$ cat src/rtl/bist_controller_if.sv
// Pin-side and CUT-side signal bundle of the BIST controller.
// master: chip/pin side (drives mode, pins and CUT responses).
// slave : the controller itself.
interface bist_controller_if #(
  parameter int PI_W = 35,
  parameter int PO_W = 49
);
  logic            bistmode;
  logic [PI_W-1:0] pi;
  logic [PO_W-1:0] cut_po;
  logic [PI_W-1:0] cut_pi;
  logic            cut_rst;
  logic            bistdone;
  logic            bistpass;

  modport master (
    output bistmode, pi, cut_po,
    input  cut_pi, cut_rst, bistdone, bistpass
  );

  modport slave (
    input  bistmode, pi, cut_po,
    output cut_pi, cut_rst, bistdone, bistpass
  );
endinterface

$ cat src/rtl/bist_controller.sv
// BIST controller: functional passthrough of pins to the CUT, or an LFSR
// pattern run with MISR compaction and a golden-signature verdict.
// Optional macro BIST_CUT_RESET_EN: also holds the CUT in reset during INIT
// so the signature does not depend on prior functional activity.
//
// state   | meaning
// IDLE    | functional mode, cut_pi follows pi
// INIT    | reload LFSR seed, clear MISR and pattern count
// RUN     | apply one LFSR pattern and compact CUT outputs per cycle
// COMPARE | final signature vs golden, verdict registered
// DONE    | verdict held until reset
module bist_controller #(
  parameter int              PI_W       = 35,
  parameter int              PO_W       = 49,
  parameter int              PAT_COUNT  = 2000,
  parameter logic [PI_W-1:0] LFSR_SEED  = 35'h1,
  parameter logic [PO_W-1:0] GOLDEN_SIG = 49'h0
) (
  input  logic               clk,
  input  logic               rst,
  bist_controller_if.slave   bus
);

  localparam int CNT_W = $clog2(PAT_COUNT + 1);
  localparam logic [CNT_W-1:0] LAST_CNT = CNT_W'(PAT_COUNT - 1);

  typedef enum logic [2:0] {
    S_IDLE,
    S_INIT,
    S_RUN,
    S_COMPARE,
    S_DONE
  } state_t;

  state_t           state_q;
  logic [PI_W-1:0]  lfsr_q;
  logic [PI_W-1:0]  lfsr_d;
  logic [PO_W-1:0]  misr_q;
  logic [PO_W-1:0]  misr_d;
  logic [CNT_W-1:0] count_q;
  logic             done_q;
  logic             pass_q;

  // Next LFSR pattern (x^35+x^33+1) and next MISR signature (x^49+x^40+1).
  always_comb begin
    lfsr_d = {lfsr_q[PI_W-2:0], lfsr_q[PI_W-1] ^ lfsr_q[PI_W-3]};
    misr_d = {misr_q[PO_W-2:0], misr_q[PO_W-1] ^ misr_q[PO_W-10]} ^ bus.cut_po;
  end

  // Sequencer: state, pattern generator, signature register and verdict.
  always_ff @(posedge clk or posedge rst) begin
    if (rst) begin
      state_q <= S_IDLE;
      lfsr_q  <= LFSR_SEED;
      misr_q  <= '0;
      count_q <= '0;
      done_q  <= 1'b0;
      pass_q  <= 1'b0;
    end else begin
      case (state_q)
        S_IDLE: begin
          if (bus.bistmode) state_q <= S_INIT;
        end
        S_INIT: begin
          if (!bus.bistmode) begin
            state_q <= S_IDLE;
          end else begin
            lfsr_q  <= LFSR_SEED;
            misr_q  <= '0;
            count_q <= '0;
            state_q <= S_RUN;
          end
        end
        S_RUN: begin
          if (!bus.bistmode) begin
            state_q <= S_IDLE;
          end else begin
            lfsr_q  <= lfsr_d;
            misr_q  <= misr_d;
            count_q <= count_q + CNT_W'(1);
            if (count_q == LAST_CNT) state_q <= S_COMPARE;
          end
        end
        S_COMPARE: begin
          // A mode drop here abandons the run without a verdict.
          if (!bus.bistmode) begin
            state_q <= S_IDLE;
          end else begin
            pass_q  <= (misr_q == GOLDEN_SIG);
            done_q  <= 1'b1;
            state_q <= S_DONE;
          end
        end
        S_DONE: begin
          state_q <= S_DONE;
        end
        default: begin
          state_q <= S_IDLE;
        end
      endcase
    end
  end

  assign bus.cut_pi   = (state_q == S_IDLE) ? bus.pi : lfsr_q;
  assign bus.bistdone = done_q;
  assign bus.bistpass = pass_q;

`ifdef BIST_CUT_RESET_EN
  assign bus.cut_rst = rst | (state_q == S_INIT);
`else
  assign bus.cut_rst = rst;
`endif

endmodule
$ cat src/flat_wrapper.sv
// flat-port wrapper written by rule: the top's interface ports become plain ports
module bist_controller_flat 
#(
  parameter int              PI_W       = 35,
  parameter int              PO_W       = 49,
  parameter int              PAT_COUNT  = 2000,
  parameter logic [PI_W-1:0] LFSR_SEED  = 35'h1,
  parameter logic [PO_W-1:0] GOLDEN_SIG = 49'h0
)
  (clk, rst, bus_bistmode, bus_pi, bus_cut_po, bus_cut_pi, bus_cut_rst, bus_bistdone, bus_bistpass);
  bist_controller_if #(.PI_W(PI_W), .PO_W(PO_W)) bus_i ();
  input  logic clk;
  input  logic rst;
  input wire logic [$bits(bus_i.bistmode)-1:0] bus_bistmode;
  input wire logic [$bits(bus_i.pi)-1:0] bus_pi;
  input wire logic [$bits(bus_i.cut_po)-1:0] bus_cut_po;
  output wire logic [$bits(bus_i.cut_pi)-1:0] bus_cut_pi;
  output wire logic [$bits(bus_i.cut_rst)-1:0] bus_cut_rst;
  output wire logic [$bits(bus_i.bistdone)-1:0] bus_bistdone;
  output wire logic [$bits(bus_i.bistpass)-1:0] bus_bistpass;
  assign bus_i.bistmode = bus_bistmode;
  assign bus_i.pi = bus_pi;
  assign bus_i.cut_po = bus_cut_po;
  assign bus_cut_pi = bus_i.cut_pi;
  assign bus_cut_rst = bus_i.cut_rst;
  assign bus_bistdone = bus_i.bistdone;
  assign bus_bistpass = bus_i.bistpass;
  bist_controller #(.PI_W(PI_W), .PO_W(PO_W), .PAT_COUNT(PAT_COUNT), .LFSR_SEED(LFSR_SEED), .GOLDEN_SIG(GOLDEN_SIG)) u_core (.clk(clk), .rst(rst), .bus(bus_i));
endmodule
$ cat config.mk
export PLATFORM = sky130hd
export DESIGN_NAME = bist_controller_flat
export DESIGN_NICKNAME = d
export VERILOG_FILES = /design/src/rtl/bist_controller_if.sv /design/src/rtl/bist_controller.sv /design/src/flat_wrapper.sv
export SDC_FILE = /design/constraint.sdc
export NUM_CORES = 1
export LEC_CHECK = 0
export CORE_ASPECT_RATIO = 0.9
export CORE_UTILIZATION = 45
export DETAILED_ROUTE_END_ITERATION = 8
export PLACE_DENSITY_LB_ADDON = 0.08
export SYNTH_ARGS = -nofsm -noshare
export SYNTH_HDL_FRONTEND = slang
export SYNTH_SLANG_ARGS = --single-unit
$ cat constraint.sdc
create_clock -name clk -period 10.4 [get_ports clk]
set_input_delay 2.08 -clock clk [delete_from_list [all_inputs] [get_ports clk]]
set_output_delay 2.08 -clock clk [all_outputs]
set_load 0.1 [all_outputs]
After elaboration in Yosys (flattened, before gate mapping)
Cells that the tools add are included.
{"block": "word_totals", "reg_bits": 100, "elab_cells": 41, "output_inout_bits": 38}
{"block": "classes", "bitwise_logic": 3, "reduce_logical": 6, "mux": 16, "n_addsub": 1, "eq_ne": 9}
{"operator": "2-to-1 mux 35 bit", "n": 3}
{"operator": "2-to-1 mux 49 bit", "n": 2}
{"operator": "one-hot mux 49 bit (2 select lines)", "n": 1}
{"operator": "one-hot mux 35 bit (2 select lines)", "n": 1}
{"operator": "logical NOT 49 bit", "n": 1}
{"operator": "XOR 49 bit", "n": 1}
{"operator": "2-to-1 mux 11 bit", "n": 2}
{"operator": "one-hot mux 11 bit (2 select lines)", "n": 1}
{"operator": "one-hot mux 3 bit (5 select lines)", "n": 1}
{"operator": "2-to-1 mux 3 bit", "n": 4}
{"operator": "adder 11 x 1 -> 11 bit (second input constant)", "n": 1}
{"operator": "equality test 11 bit (second input constant)", "n": 1}
{"operator": "equality test 3 x 2 -> 1 bit (second input constant)", "n": 2}
{"operator": "inequality test 2 bit (second input constant)", "n": 3}
{"operator": "AND reduction 2 bit", "n": 2}
{"operator": "equality test 3 x 1 -> 1 bit (second input constant)", "n": 1}
{"operator": "equality test 3 bit (second input constant)", "n": 1}
{"operator": "logical NOT 3 bit", "n": 1}
{"operator": "inequality test 3 x 2 -> 1 bit (second input constant)", "n": 1}
{"operator": "AND reduction 3 bit", "n": 1}
{"operator": "2-to-1 mux 2 bit", "n": 1}
{"operator": "nonzero test 2 bit", "n": 1}
{"operator": "XOR 1 bit", "n": 2}

Longest topological paths before layout
{"block": "depth", "ltp_word": 4, "mapped_depth": 7, "mapped_depth_nobuf": 5}

Least setup slack after synthesis
No wires, ideal clock.
{"block": "synth_timing", "path_type": "input -> output", "startpoint": "input bus_pi[0]", "endpoint": "output bus_cut_pi[0]", "arrival_ps": 2552, "slack_ps": 5768, "path_stages": 1, "path_buffers": 0, "path_cell_list": "mux2_2"}
{"block": "synth_between", "elab_chain_cells": 1}
{"element": "from (decl)", "line": "flat_wrapper.sv:15", "source": "input wire logic [$bits(bus_i.pi)-1:0] bus_pi;"}
{"element": "2-to-1 mux 35 bit", "line": "bist_controller.sv:104", "source": "assign bus.cut_pi = (state_q == S_IDLE) ? bus.pi : lfsr_q;"}
{"element": "to (decl)", "line": "flat_wrapper.sv:17", "source": "output wire logic [$bits(bus_i.cut_pi)-1:0] bus_cut_pi;"}
Every way passes these cells.

Worst setup path in the final report
{"block": "layout_timing", "startpoint": "input bus_pi[1]", "endpoint": "output bus_cut_pi[1]"}
The elaborated chain is that of the path after synthesis.

==> results.txt <==
# setup viols final -> 0
Met2 routed WL -> 4.79 mm
Placed inst area -> 6140 µm²
Pre-Repair DR Iteration Count -> 6
HPWL Detailed -> 7.26 mm
Final Non-Filler Cells -> 672
Slew Limit Fails -> 0
Hold WS -> 473 ps
Number of flops mapped to enable cells by yosys -> 0
Async set-or-reset flop fraction in the synthesized netlist -> 100%
TritonCTS sink count -> 100
Total power -> 797 µW
Port bufs -> 124
Fin worst setup slack -> 4500 ps
Failing checks -> DRC
CTS tree -> built
RR Startpoint -> u_core.state_q[2]$_DFFE_PP0P_
Cells after Synth -> 430
CTS Buf Count -> 9
PostCTS Resize Cnt -> 0
Starting density of the core -> 46.8%
Hold buffer count at CTS -> 0
RSZ-0062 raised after global routing -> no
DR WL met3 -> 496 µm
CTS H-Tree Depth -> 3
GPL Wtd Cong -> 0.757
Vias in the first global route -> 3603
Row cnt -> 35
Worst-Margin Slew -> 1190 ps
Max Fclk -> 0.169 GHz
Main synth FF type -> dfrtp_1
Clock transition at the registers of the reported paths -> 70 ps
Most common cell after layout, fill and taps aside -> clkdlybuf4s50_1
Pin count of the biggest net entering global routing -> 78
CP Capture Type -> output port
Area of the multi-input gates -> 2200 µm²
Worst-Skew Late Latency -> 340 ps
Worst Path Class, Setup -> in -> out
M1 WL -> 5.26 mm
Vias per inst -> 5.38
Grt ovf -> 0
Layout cells sized above 1 -> 11.0%
Postcts setup bufs -> 0
Distinct cells, synth -> 35
Die height -> 101 µm
Mean Syn Cell Area -> 11.3 µm²
Fin util -> 62.2%
Worst VDD drop -> 0.0000832 V
Relative slew slack -> 21.0%
Worst-case clock buffer depth -> 2
Die Area -> 11200 µm²
Yosys reg bits -> 100
Fin. Hold Viols -> 0
Hold Crit Class -> reg -> reg
Final instance area -> 6460 µm²
Tmin final -> 5900 ps
Initial antenna violation count -> 0
Worst Path Max Fanout -> 1
Ports -> 125
Nets -> 626
Max-cap violations -> 0
Fin Clk Skew -> 7.54 ps
Uppermost routed layer -> met4
Pwr Density -> 123 nW/µm²
Seq/Total Area, Yosys -> 51.5%
Most frequent cells in the layout -> clkdlybuf4s50_1 (124), dfrtp_1 (99), nand2_1 (55), xnor2_1 (50), o31ai_1 (50)
Routed len/inst -> 15.8 µm
Crit path DAT -> 3820 ps
Setup slack at placement -> 4480 ps
Placed cell count -> 656
Critical Path Source -> bus_pi[1]
Post-route ant nets -> 0
DR vias -> 3617
Fillers -> 867
Residual DRC -> 6
Drt total wl -> 10.6 mm
Setup TNS -> 0 ps
Syn Nets -> 518
LEAKAGE -> 2.73 nW
Total track usage -> 20.3%
Die Wd -> 112 µm
ANT cells -> 0
Critical Path RT -> 8320 ps
Synth warn -> 0
Crit share post-route -> 56.8%
Register area -> 2500 µm²
Core Region -> 10400 µm²
Synthesis-to-layout area growth -> 32.9%
Post-Syn Area -> 4860 µm²
Root Driver -> clkbuf_16
Outcome -> finished with violations
DR iter-0 viols -> 259
First-pass GRT wire length -> 17.9 mm
Hold Startpoint -> u_core.lfsr_q[0]$_DFFE_PP1P_
CP Launch Type -> input pin
-- state kept, by name, summed over array words and instances, names as in the netlist --
| register | flops |
|---|---|
| u_core.misr_q | 49 |
| u_core.count_q | 11 |
| u_core.lfsr_q | 35 |
| u_core.bus.bistpass | 1 |
| u_core.state_q | 3 |
| u_core.bus.bistdone | 1 |
-- final cells by class --
type | instances | area share [%]
sequential | 100 | 38.8
multi-input combinational | 297 | 34.0
timing repair buffer | 127 | 19.6
clock buffer | 10 | 3.55
tap | 129 | 2.50
clock inverter | 6 | 1.38
inverter | 3 | 0.213
-- final timing paths --
path                                                        to  slack (ps)  cells after the start
worst max register to register   u_core.count_q[7]$_DFFE_PP0P_        7520                      5
worst max-delay path                             bus_cut_pi[1]        4500                      3
worst min-delay path              u_core.lfsr_q[0]$_DFFE_PP1P_         470                      2
worst min register to register    u_core.lfsr_q[0]$_DFFE_PP1P_         470                      2
min in group asynchronous       u_core.count_q[10]$_DFFE_PP0P_        2120                      2
max in group asynchronous        u_core.misr_q[39]$_DFFE_PP0P_        7110                      3
-- kinds of logic after synthesis --
| group | count (synthesis) | synth area share, % |
|---|---|---|
| flip-flops | 100 | 51.5 |
| adder cells (fa/ha/maj) | 1 | 0.257 |
| buffers and inverters | 33 | 3.48 |
| XOR/XNOR | 57 | 10.7 |
| AO/OA/AOI/OAI | 97 | 15.3 |
| multiplexers | 35 | 8.11 |
| AND/OR/NAND/NOR | 107 | 10.6 |
-- power by group --
part,leakage (nW),total (mW),switching [mW],internal [mW]
Clock,0.149,0.352,0.141,0.211
Sequential,1.39,0.390,0.000481,0.389
Combinational,1.20,0.0549,0.0193,0.0356
-- per-layer routing --
metal  track usage (%)  up-vias
li1                  -     1774
met1              29.4     1751
met2              29.8       85
met3              5.65        7
met4              5.61        0
met5                 0        -
-- synthesized netlist by cell type (3+ instances only) --
cell | number | share of area [%]
nand2_1 | 55 | 4.2
or4_1 | 3 | 0.46
dfrtp_1 | 99 | 51
o31ai_1 | 50 | 7.7
a22o_1 | 36 | 6.5
nor2_1 | 9 | 0.70
nor4_1 | 11 | 1.4
nand3_1 | 9 | 0.93
buf_4 | 3 | 0.46
a21oi_1 | 5 | 0.51
inv_1 | 3 | 0.23
xnor2_1 | 50 | 9.0
clkbuf_1 | 11 | 0.85
buf_6 | 3 | 0.70
buf_2 | 9 | 0.93
xor2_1 | 6 | 1.1
buf_1 | 4 | 0.31
mux2_2 | 35 | 8.1
nand4_1 | 5 | 0.64
o21ai_0 | 6 | 0.62
-- worst max-delay path, cell delays in order --
cell and delay, ps:
clkdlybuf4s50_1 460, mux2_2 130, clkdlybuf4s50_1 1140
(Power assumes the default switching activity.)
